`src/rtl/fetch_sequencer_param_if.sv`:
```
// Trigger/handshake bundle between the fetch sequencer and the instruction path.
//   run, mem_ready, last_word      : control inputs to the sequencer
//   latch/update_pc/out_latch      : single-bit phase triggers
//   fetch_trigger, decode_trigger  : one-hot per instruction word
//   mem_sel, demux_sel             : address mux / decode demux selects
//   busy, fetch_error              : status
// modport master = sequencer side (drives triggers), slave = datapath side.
interface fetch_sequencer_param_if #(
  parameter int NUM_WORDS = 2
);
  localparam int SEL_W = $clog2((NUM_WORDS > 2) ? NUM_WORDS : 2);

  logic                 run;
  logic                 mem_ready;
  logic                 last_word;
  logic                 latch_trigger;
  logic                 update_pc_trigger;
  logic [NUM_WORDS-1:0] fetch_trigger;
  logic [NUM_WORDS-1:0] decode_trigger;
  logic                 out_latch_trigger;
  logic [SEL_W-1:0]     mem_sel;
  logic [SEL_W-1:0]     demux_sel;
  logic                 busy;
  logic                 fetch_error;

  modport master (
    input  run, mem_ready, last_word,
    output latch_trigger, update_pc_trigger, fetch_trigger, decode_trigger,
           out_latch_trigger, mem_sel, demux_sel, busy, fetch_error
  );

  modport slave (
    output run, mem_ready, last_word,
    input  latch_trigger, update_pc_trigger, fetch_trigger, decode_trigger,
           out_latch_trigger, mem_sel, demux_sel, busy, fetch_error
  );
endinterface

```
`src/rtl/fetch_sequencer_param.sv`:
```
// Fetch/decode phase sequencer for the multi-word instruction path.
// Per instruction: LATCH -> UPDATE_PC -> up to NUM_WORDS x (FETCH k, DECODE k)
// -> OUT_LATCH. Memory wait states stretch FETCH; last_word ends early.
// Ports:
//   clock  : system clock, all state changes on posedge
//   reset  : synchronous, active-high
//   bus    : fetch_sequencer_param_if.master (controls in, triggers/selects out)
// Optional: define FETCH_TIMEOUT_EN to abort a FETCH that waits TIMEOUT
// cycles; the abort returns to IDLE and sets the sticky fetch_error flag.
// Outputs are Moore: decoded from state, word index and last_idx only.
module fetch_sequencer_param #(
  parameter int NUM_WORDS = 2,
  parameter int TIMEOUT   = 16
) (
  input  logic                     clock,
  input  logic                     reset,
  fetch_sequencer_param_if.master  bus
);
  localparam int SEL_W = $clog2((NUM_WORDS > 2) ? NUM_WORDS : 2);
  localparam logic [SEL_W-1:0] LAST_IDX = SEL_W'(NUM_WORDS - 1);

  if (NUM_WORDS < 1 || TIMEOUT < 1) begin : g_param_chk
    $error("fetch_sequencer_param: NUM_WORDS and TIMEOUT must be >= 1");
  end

  typedef enum logic [2:0] {
    S_IDLE, S_LATCH, S_UPDATE_PC, S_FETCH, S_DECODE, S_OUT_LATCH
  } state_t;

  state_t           state, state_nxt;
  logic [SEL_W-1:0] idx, idx_nxt;
  logic [SEL_W-1:0] last_idx, last_idx_nxt;
  logic             timeout_now;  // current wait cycle is the last allowed one
  logic             err_block;    // sticky error holds the sequencer in IDLE

`ifdef FETCH_TIMEOUT_EN
  localparam int CNT_W = $clog2(TIMEOUT + 1);
  logic [CNT_W-1:0] wait_cnt;
  logic             fetch_err;

  // Counter is held at 0 outside FETCH, so every FETCH entry starts clean.
  always_ff @(posedge clock) begin
    if (reset) begin
      wait_cnt  <= '0;
      fetch_err <= 1'b0;
    end else begin
      if (state == S_FETCH && !bus.mem_ready) wait_cnt <= wait_cnt + CNT_W'(1);
      else                                    wait_cnt <= '0;
      if (state == S_FETCH && !bus.mem_ready && timeout_now) fetch_err <= 1'b1;
    end
  end

  assign timeout_now     = (wait_cnt == CNT_W'(TIMEOUT - 1));
  assign err_block       = fetch_err;
  assign bus.fetch_error = fetch_err;
`else
  assign timeout_now     = 1'b0;
  assign err_block       = 1'b0;
  assign bus.fetch_error = 1'b0;
`endif

  always_ff @(posedge clock) begin
    if (reset) begin
      state    <= S_IDLE;
      idx      <= '0;
      last_idx <= '0;
    end else begin
      state    <= state_nxt;
      idx      <= idx_nxt;
      last_idx <= last_idx_nxt;
    end
  end

  always_comb begin
    state_nxt    = state;
    idx_nxt      = idx;
    last_idx_nxt = last_idx;
    case (state)
      S_IDLE:      if (bus.run && !err_block) state_nxt = S_LATCH;
      S_LATCH:     state_nxt = S_UPDATE_PC;
      S_UPDATE_PC: begin
        state_nxt = S_FETCH;
        idx_nxt   = '0;
      end
      S_FETCH: begin
        if (bus.mem_ready) state_nxt = S_DECODE;
        else if (timeout_now) begin
          state_nxt = S_IDLE;
          idx_nxt   = '0;
        end
      end
      S_DECODE: begin
        if (bus.last_word || idx == LAST_IDX) begin
          state_nxt    = S_OUT_LATCH;
          last_idx_nxt = idx;
        end else begin
          state_nxt = S_FETCH;
          idx_nxt   = idx + SEL_W'(1);
        end
      end
      S_OUT_LATCH: begin
        idx_nxt   = '0;
        state_nxt = bus.run ? S_LATCH : S_IDLE;
      end
      default:     state_nxt = S_IDLE;
    endcase
  end

  // One-hot word decode of the current index, shared by fetch and decode.
  logic [NUM_WORDS-1:0] word_oh;
  for (genvar k = 0; k < NUM_WORDS; k++) begin : g_word
    assign word_oh[k] = (idx == SEL_W'(k));
  end

  always_comb begin
    bus.latch_trigger     = 1'b0;
    bus.update_pc_trigger = 1'b0;
    bus.fetch_trigger     = '0;
    bus.decode_trigger    = '0;
    bus.out_latch_trigger = 1'b0;
    bus.mem_sel           = '0;
    bus.demux_sel         = '0;
    bus.busy              = (state != S_IDLE);
    case (state)
      S_LATCH:     bus.latch_trigger     = 1'b1;
      S_UPDATE_PC: bus.update_pc_trigger = 1'b1;
      S_FETCH: begin
        bus.fetch_trigger = word_oh;
        bus.mem_sel       = idx;
      end
      S_DECODE: begin
        bus.decode_trigger = word_oh;
        bus.demux_sel      = idx;
        // Pre-select the next word's address while decoding this one.
        bus.mem_sel        = (idx == LAST_IDX) ? '0 : idx + SEL_W'(1);
      end
      S_OUT_LATCH: begin
        bus.out_latch_trigger = 1'b1;
        bus.demux_sel         = last_idx;
      end
      default: ;
    endcase
  end
endmodule

```
`src/flat_wrapper.sv`:
```
// flat-port wrapper written by rule: the top's interface ports become plain ports
module fetch_sequencer_param_flat 
#(
  parameter int NUM_WORDS = 2,
  parameter int TIMEOUT   = 16
)
  (clock, reset, bus_run, bus_mem_ready, bus_last_word, bus_latch_trigger, bus_update_pc_trigger, bus_fetch_trigger, bus_decode_trigger, bus_out_latch_trigger, bus_mem_sel, bus_demux_sel, bus_busy, bus_fetch_error);
  fetch_sequencer_param_if #(.NUM_WORDS(NUM_WORDS)) bus_i ();
  input  logic clock;
  input  logic reset;
  input wire logic [$bits(bus_i.run)-1:0] bus_run;
  input wire logic [$bits(bus_i.mem_ready)-1:0] bus_mem_ready;
  input wire logic [$bits(bus_i.last_word)-1:0] bus_last_word;
  output wire logic [$bits(bus_i.latch_trigger)-1:0] bus_latch_trigger;
  output wire logic [$bits(bus_i.update_pc_trigger)-1:0] bus_update_pc_trigger;
  output wire logic [$bits(bus_i.fetch_trigger)-1:0] bus_fetch_trigger;
  output wire logic [$bits(bus_i.decode_trigger)-1:0] bus_decode_trigger;
  output wire logic [$bits(bus_i.out_latch_trigger)-1:0] bus_out_latch_trigger;
  output wire logic [$bits(bus_i.mem_sel)-1:0] bus_mem_sel;
  output wire logic [$bits(bus_i.demux_sel)-1:0] bus_demux_sel;
  output wire logic [$bits(bus_i.busy)-1:0] bus_busy;
  output wire logic [$bits(bus_i.fetch_error)-1:0] bus_fetch_error;
  assign bus_i.run = bus_run;
  assign bus_i.mem_ready = bus_mem_ready;
  assign bus_i.last_word = bus_last_word;
  assign bus_latch_trigger = bus_i.latch_trigger;
  assign bus_update_pc_trigger = bus_i.update_pc_trigger;
  assign bus_fetch_trigger = bus_i.fetch_trigger;
  assign bus_decode_trigger = bus_i.decode_trigger;
  assign bus_out_latch_trigger = bus_i.out_latch_trigger;
  assign bus_mem_sel = bus_i.mem_sel;
  assign bus_demux_sel = bus_i.demux_sel;
  assign bus_busy = bus_i.busy;
  assign bus_fetch_error = bus_i.fetch_error;
  fetch_sequencer_param #(.NUM_WORDS(NUM_WORDS), .TIMEOUT(TIMEOUT)) u_core (.clock(clock), .reset(reset), .bus(bus_i));
endmodule
```
`config.mk`:
```
export PLATFORM = sky130hd
export DESIGN_NAME = fetch_sequencer_param_flat
export DESIGN_NICKNAME = d
export VERILOG_FILES = /design/src/rtl/fetch_sequencer_param_if.sv /design/src/rtl/fetch_sequencer_param.sv /design/src/flat_wrapper.sv
export SDC_FILE = /design/constraint.sdc
export NUM_CORES = 1
export LEC_CHECK = 0
export BUFFER_PORTS_ARGS = -buffer_cell sky130_fd_sc_hd__buf_2
export CORE_AREA = 2 2 39 41
export DETAILED_ROUTE_END_ITERATION = 8
export DIE_AREA = 0 0 41 43
export PLACE_DENSITY = 0.54
export RECOVER_POWER = 50
export SKIP_CTS_REPAIR_TIMING = 1
export SLEW_MARGIN = 0
export SYNTH_ARGS = -nofsm -noshare
export SYNTH_HDL_FRONTEND = slang
export SYNTH_SLANG_ARGS = --single-unit
export TNS_END_PERCENT = 100
```
`constraint.sdc`:
```
create_clock -name clock -period 3.1 [get_ports clock]
set_clock_uncertainty 0.15 [all_clocks]
set_input_delay 0.31 -clock clock [delete_from_list [all_inputs] [get_ports clock]]
set_output_delay 0.31 -clock clock [all_outputs]
set_load 0.02 [all_outputs]
```
==> results.sh, run 1 <==
export IMPL_status="finished clean"
export IMPL_layout_commonest_cell="buf_2"
export IMPL_die_y_um=43
export IMPL_synthesis_nets=52
export IMPL_grt_total_usage_pct=9.44
export IMPL_hp_class="in2reg"
export IMPL_worst_setup_path_start_kind="register"
export IMPL_clock_path_buffers=2
export IMPL_wl_per_cell_um=10.3
export IMPL_fin_util_pct=32.1
export IMPL_yosysWarnings=0
export IMPL_grt_max_degree=16
export IMPL_fin_crit_sh_pct=67.2
export IMPL_start_util_pct=26.8
export IMPL_area_growth_pct=19.9
export IMPL_netlist_instances=47
export IMPL_antenna_cells=0
export IMPL_fmax_mhz=480
export IMPL_cp_required_ns=2.64
export IMPL_mostFrequentLayoutCells="buf_2, nor2_1, nand2_1"
export IMPL_clk_latency_ns=0.25
export IMPL_drt_iter0_drc=11
export IMPL_final_nets=67
export IMPL_power_leakage_uw=0.000225
export IMPL_final_area_um2=444
export IMPL_avgSynthCellArea_um2=7.88
export IMPL_cts_root_buf="clkbuf_4"
export IMPL_ir_drop_mv=0.148
export IMPL_coreArea_um2=1380
export IMPL_setup_tns_ns=0
export IMPL_vias=358
export IMPL_drive_gt1_share_pct=32.8
export IMPL_rsz0062_at_grt="no"
export IMPL_place_area_um2=429
export IMPL_arrival_ns=1.62
export IMPL_critPathKind="reg2out"
export IMPL_via_per_inst=4.65
export IMPL_synth_top_area_cell="dfxtp_1"
export IMPL_drc=0
export IMPL_num_rows=14
export IMPL_numCtsBuffers=3
export IMPL_ant_nets=0
export IMPL_htreeDepth=1
export IMPL_synth_top_cell_area_share_pct=27.0
export IMPL_gp_congestion=0.720
export IMPL_end_kind="primary output"
export IMPL_ys_ff_latch=5
export IMPL_yosysSeqAreaShare_pct=27.0
export IMPL_drt_pass1_iter_count=4
export IMPL_setup_viol=0
export IMPL_grt_pass1_wl_um=1100
export IMPL_clk_pin_slew_worst_paths_ns=0.05
export IMPL_cts_tree="done"
export IMPL_grt_remaining_overflow=0
export IMPL_hold_viol_final=0
export IMPL_syn_area_um2=370
export IMPL_ioPinCount=16
export IMPL_die_area_um2=1760
export IMPL_synth_area_top_cells="dfxtp_1, nor2_1, nor3b_2, nand2_1, nand2b_1"
export IMPL_slew_viol_final=0
export IMPL_place_hpwl_um=572
export IMPL_io_buffers=14
export IMPL_ys_types=26
export IMPL_power_density_nw_per_um2=427
export IMPL_maxCapViolCount=0
export IMPL_totalWireLength_um=796
export IMPL_cp_max_fo=9
export IMPL_fin_crit_ns=2.08
export IMPL_die_width_um=41
export IMPL_cts_sinks=5
export IMPL_antenna_found_initial=0
export IMPL_grt_pass1_vias=272
export IMPL_total_power_uw=190
power breakdown:
group | internal, uW | total [uW] | switching (uW) | leakage (uW)
Sequential | 67.3 | 75.5 | 8.26 | 0.0000407
Combinational | 15.9 | 35.6 | 19.7 | 0.000169
Clock | 48.9 | 78.4 | 29.5 | 0.0000150
worst paths after layout:
check / slack, ns / end / from / cells past startpoint
setup / recovery: 1.02 / bus_demux_sel / u_core.state[2] / 4
hold reg to reg: 0.42 / u_core.last_idx / u_core.last_idx / 2
hold / removal: 0.15 / u_core.last_idx / reset / 2
setup reg to reg: 1.59 / u_core.last_idx / u_core.state[2] / 3
worst max-delay path, stage by stage (launching register included):
cell	delay (ns)
dfxtp_1	0.52
nor3b_1	0.45
nand2_1	0.17
nand2_1	0.09
buf_2	0.15
flip-flops by register name, indices dropped and copies added, names as in the netlist:
signal	cells
u_core.last_idx	1
u_core.idx	1
u_core.state	3
per-stage QoR:
step                cells  hold slack [ns]  setup slack [ns]
floorplan              47            0.222              1.60
global placement       73            0.389              1.41
detailed placement     73            0.394              1.41
CTS                    77            0.147              1.15
global route           77            0.154             0.905
finish                 77            0.153              1.02
cell usage after synthesis, drive strengths merged:
cell	instances
nor2	8
nand2	6
dfxtp	5
a21oi	4
buf	4
nand2b	3
nor2b	2
nor3b	2
a211o	1
a21bo	1
a221oi	1
and3	1
and3b	1
conb	1
inv	1
nand3	1
nand3b	1
nor4	1
o21ai	1
o21bai	1
or3	1
final cells by class:
| cell class | count | area, um2 |
|---|---|---|
| clock buffers | 4 | 26.3 |
| fillers | 155 | 940 |
| inverters | 1 | 3.75 |
| multi-input cells | 37 | 226 |
| flip-flops and latches | 5 | 100 |
| well taps | 16 | 20.0 |
| repair buffers | 14 | 67.6 |
per-layer routing:
layer  track usage (%)  routed length [um]  up-vias
met4              8.00                  17        0
met5                 0                   0        -
met2              13.8                 335       22
li1                  -                   -      183
met1              11.3                 378      148
met3              1.57                  65        5
cells by family (layout without fill, tap and decap cells):
logic type      Yosys count  after routing  synth area share (%)
flops                     5              5                  27.0
other cells               1              1                  1.01
simple gates             27             27                  44.3
buf+inv                   5             19                  9.46
compound gates            9              9                  18.2
No activity file was read; power rests on OpenSTA's default activity.
==> run 2, diff against run 1 <==
Settings changed: ABC_AREA set to 1, PLACE_DENSITY 0.54 to 0.52.
Clock period 3.1 ns to 2.15 ns, I/O delays scaled along.
==> results.sh, run 2 <==
export IMPL_p_switching_uw=104
export IMPL_end_kind="primary output"
export IMPL_via_per_inst=4.28
export IMPL_grt_remaining_overflow=0
export IMPL_syn_area_um2=353
export IMPL_layout_commonest_cell="nand2_1"
export IMPL_drc=0
export IMPL_place_hpwl_um=595
export IMPL_largest_reg_flops=3
export IMPL_status="finished clean"
export IMPL_drt_iter0_drc=1
export IMPL_hp_class="in2reg"
export IMPL_gp_congestion=0.718
export IMPL_power_leakage_uw=0.000283
export IMPL_start_util_pct=25.5
export IMPL_die_area_um2=1760
export IMPL_yosysSeqAreaShare_pct=28.4
export IMPL_dp_slack_ns=0.729
export IMPL_cp_max_fo=7
export IMPL_rsz0062_at_grt="no"
export IMPL_drive_gt1_share_pct=28.4
export IMPL_synthesis_nets=63
export IMPL_setup_tns_ns=0
export IMPL_coreArea_um2=1380
export IMPL_ys_top_cells_by_count="nand2_1, inv_1, nor2_1"
export IMPL_synth_top_area_cell="dfxtp_1"
export IMPL_grt_pass1_vias=301
export IMPL_die_y_um=43
export IMPL_grt_total_usage_pct=10.2
export IMPL_antenna_found_initial=0
export IMPL_ioPinCount=16
export IMPL_netlist_instances=58
export IMPL_ys_ff_latch=5
export IMPL_cp_required_ns=1.78
export IMPL_power_density_nw_per_um2=669
export IMPL_fmax_mhz=574
export IMPL_ff2ff_setup_slack_ns=0.88
export IMPL_fin_crit_sh_pct=81.1
export IMPL_final_nets=80
export IMPL_synth_flop_cell="dfxtp_1"
export IMPL_synth_top_cell_area_share_pct=28.4
export IMPL_ir_drop_mv=0.195
export IMPL_rr_worst_depth=4
export IMPL_area_growth_pct=28.0
export IMPL_synth_area_top_cells="dfxtp_1, nand2_1, inv_1, nor2_1, nand3_1"
export IMPL_maxCapViolCount=0
export IMPL_clock_path_buffers=2
export IMPL_ant_nets=0
export IMPL_critPathKind="reg2out"
export IMPL_p_int_uw=199
export IMPL_synth_most_common_cell="nand2_1"
export IMPL_worst_setup_path_start_kind="register"
export IMPL_drt_pass1_iter_count=4
export IMPL_timing_final_ws_setup_ns=0.407
export IMPL_clk_pin_slew_worst_paths_ns=0.04
export IMPL_num_rows=14
export IMPL_reg_top3="u_core.state: 3 flops, u_core.idx: 1 flops, u_core.last_idx: 1 flops"
export IMPL_cts_sinks=5
export IMPL_async_reset_ff_share_pct=0
export IMPL_yosysWarnings=0
export IMPL_fin_crit_ns=1.74
export IMPL_clk_latency_ns=0.24
export IMPL_io_buffers=14
export IMPL_mostFrequentLayoutCells="nand2_1, inv_1, buf_2"
export IMPL_ys_types=17
export IMPL_antenna_cells=0
export IMPL_slew_viol_final=0
export IMPL_vias=385
export IMPL_clockPowerShare_pct=35.6
export IMPL_arrival_ns=1.38
export IMPL_swShare_pct=34.3
export IMPL_totalWireLength_um=710
export IMPL_comb_power_share_pct=26.6
export IMPL_cts_root_buf="clkbuf_4"
export IMPL_htreeDepth=1
export IMPL_grt_max_degree=9
export IMPL_die_width_um=41
export IMPL_top_register="u_core.state"
export IMPL_cts_tree="done"
export IMPL_setup_viol=0
export IMPL_synth_edf_count=0
export IMPL_avgSynthCellArea_um2=6.08
export IMPL_hold_depth=2
export IMPL_grt_pass1_wl_um=1150
export IMPL_p_seq_share_pct=37.8
export IMPL_wl_per_cell_um=7.89
export IMPL_numCtsBuffers=3
export IMPL_hold_viol_final=0
==> run 2: cell types whose count changed after synthesis, sizes merged, moves of 2 or more <==
cell	delta
nand2b	-3
nor3b	-2
nand2	+9
buf	-2
nand3	+5
inv	+13
nor2b	-2
a21oi	-2
==> run 2: power by group through the flow <==
stage / clock network [uW] / logic (uW) / registers, uW
after global placement: 0 / 82.9 / 116
after detailed placement: 0 / 82.4 / 116
after floorplan: 0 / 70.5 / 109
after global routing: 119 / 89.7 / 116
after CTS: 113 / 82.9 / 114
final: 108 / 80.4 / 114
==> run 2: cells by family after synthesis <==
group / Yosys count / share of synthesized area (%)
AO/OA/AOI/OAI: 4 / 7.09
buffers and inverters: 16 / 19.1
flip-flops: 5 / 28.4
other: 1 / 1.06
AND/OR/NAND/NOR: 32 / 44.3
==> run 2: final cells by class <==
type	count	area [um2]
Inverter	14	52.6
Sequential cell	5	100
Tap cell	16	20.0
Multi-Input combinational cell	37	185
Clock buffer	4	26.3
Fill cell	149	932
Timing Repair Buffer	14	67.6
==> run 2: metal layers <==
metal	track usage [%]	part of all wire, %	routed length (um)	vias to the layer above
li1	-	-	-	205
met1	12.6	46	325	167
met2	12.8	46	326	11
met3	3.14	6.6	47	2
met4	10.0	1.5	11	0
met5	0	0	0	-
==> run 2: final timing paths <==
path | start | endpoint
max reg2reg | u_core.state[2] | u_core.last_idx
min reg2reg | u_core.last_idx | u_core.last_idx
max | u_core.state[2] | bus_demux_sel
min | reset | u_core.last_idx
==> run 2: critical path: stages, from the launching register on <==
cell and delay (ns):
dfxtp_1 0.39, inv_1 0.16, nor3_2 0.20, nand2_1 0.15, nand2_1 0.08, buf_2 0.15
==> run 2: metrics by stage <==
stage          instances  hold slack [ns]  total power [uW]  area (um2)  utilization [%]
2_1_floorplan         58            0.127               179         353                -
3_3_place_gp          86            0.281               199         428             30.9
3_5_place_dp          86            0.284               198         428             30.9
4_1_cts               90           0.0243               310         454             32.8
5_1_grt               90           0.0289               325         452             32.6
6_report              90           0.0323               302         452             32.6
==> run 3, diff against run 2 <==
Settings changed: PLACE_DENSITY 0.52 to 0.54.
Clock period 2.15 ns to 1.6 ns, I/O delays scaled along.
==> results.sh, run 3 (synthesized netlist as in run 2, its figures left out) <==
export IMPL_status="finished clean"
export IMPL_grt_pass1_vias=314
export IMPL_grt_remaining_overflow=0
export IMPL_setup_viol=0
export IMPL_cp_slowest_cell="dfxtp_4"
export IMPL_power_leakage_uw=0.000295
export IMPL_layout_commonest_cell="nand2_1"
export IMPL_worst_setup_path_start_kind="register"
export IMPL_maxCapViolCount=0
export IMPL_r2r_start="u_core.state[0]"
export IMPL_fin_hold_ws_ns=0.0704
export IMPL_dp_cells=86
export IMPL_num_rows=14
export IMPL_grt_max_degree=9
export IMPL_die_y_um=43
export IMPL_totalWireLength_um=763
export IMPL_arrival_ns=1.24
export IMPL_via_per_inst=4.33
export IMPL_antenna_cells=0
export IMPL_clk_latency_ns=0.24
export IMPL_critical_path_buf_inv_count=2
export IMPL_cp_max_fo=7
export IMPL_place_area_um2=428
export IMPL_htreeDepth=1
export IMPL_slew_viol_final=0
export IMPL_cpMostUsedCell="nand2_1"
export IMPL_ant_nets=0
export IMPL_fin_cells=91
export IMPL_cts_sinks=5
export IMPL_crit_chain="inv_6 -> nor3_4 -> nand2_1 -> nand2_1 -> buf_2"
export IMPL_hp_class="in2reg"
export IMPL_cts_root_buf="clkbuf_4"
export IMPL_cts_tree="done"
export IMPL_final_area_um2=484
export IMPL_drt_pass1_iter_count=2
export IMPL_top_register="u_core.state"
export IMPL_fin_crit_sh_pct=97.0
export IMPL_start_util_pct=25.5
export IMPL_grt_total_usage_pct=9.95
export IMPL_die_area_um2=1760
export IMPL_wl_per_cell_um=8.38
export IMPL_fin_crit_ns=1.55
export IMPL_antenna_found_initial=0
export IMPL_power_density_nw_per_um2=859
export IMPL_hold_viol_final=0
export IMPL_critPathKind="reg2out"
export IMPL_end_kind="primary output"
export IMPL_drc=0
export IMPL_setup_tns_ns=0
export IMPL_crit_start="u_core.state[2]"
export IMPL_total_power_uw=416
export IMPL_area_growth_pct=37.2
export IMPL_clock_path_buffers=2
export IMPL_largest_reg_flops=3
export IMPL_vias=394
export IMPL_grt_pass1_wl_um=1150
export IMPL_cp_required_ns=1.29
export IMPL_drive_gt1_share_pct=36.0
export IMPL_fillers=158
export IMPL_rsz0062_at_grt="yes"
export IMPL_reg_top3="u_core.state: 3 flops, u_core.idx: 1 flops, u_core.last_idx: 1 flops"
export IMPL_coreArea_um2=1380
export IMPL_final_nets=81
export IMPL_io_buffers=14
export IMPL_gp_congestion=0.739
export IMPL_ioPinCount=16
export IMPL_die_width_um=41
export IMPL_ir_drop_mv=0.330
export IMPL_max_stage_delay_ns=0.38
export IMPL_fmax_mhz=644
export IMPL_crit_family="simple AND/OR/NAND/NOR gates"
export IMPL_mostFrequentLayoutCells="nand2_1, buf_2, inv_1"
export IMPL_hp_start="bus_last_word"
export IMPL_numCtsBuffers=3
export IMPL_place_hpwl_um=616
export IMPL_drt_iter0_drc=1
export IMPL_clk_pin_slew_worst_paths_ns=0.04
-- run 3: worst paths after layout --
path | endpoint | slack, ns | cells after the start
hold / removal | u_core.idx | 0.07 | 4
setup / recovery | bus_demux_sel | 0.05 | 5
setup reg to reg | u_core.state[1] | 0.42 | 6
hold reg to reg | u_core.last_idx | 0.32 | 2
-- run 3: cell type report --
cell class              count  area, um2  share of cell area, %
clock buffers               4       26.3                   5.43
repair buffers             15       82.6                   17.1
inverters                  14       57.6                   11.9
flip-flops and latches      5        106                   22.0
well taps                  16       20.0                   4.13
multi-input cells          37        191                   39.5
-- run 3: power breakdown --
| group | total, uW | switching, uW | internal [uW] |
|---|---|---|---|
| clock | 142 | 48.2 | 94.1 |
| sequential | 159 | 23.8 | 135 |
| combinational | 115 | 70.5 | 44.4 |
| total | 416 | 143 | 273 |
-- run 3: per-stage QoR --
| step | util (%) | worst slack [ns] |
|---|---|---|
| finish | 35.0 | 0.0480 |
| global placement | 30.9 | 0.193 |
| CTS | 32.8 | -0.0371 |
| floorplan | - | 0.210 |
| detailed placement | 30.9 | 0.225 |
| global route | 35.0 | -0.0404 |
-- run 3: routing by layer --
layer | global-route usage, % | vias up | part of all wire (%)
li1 | - | 211 | -
met1 | 12.3 | 175 | 43
met2 | 13.4 | 6 | 51
met3 | 3.14 | 2 | 4.6
met4 | 8.00 | 0 | 1.4
met5 | 0 | - | 0
-- run 3: worst reg2reg max path, cell delays in order (launching register included) --
cell	delay, ns
dfxtp_2	0.44
inv_1	0.06
nand3_1	0.14
nand2_1	0.06
nand3b_1	0.14
nand2_1	0.06
inv_1	0.03
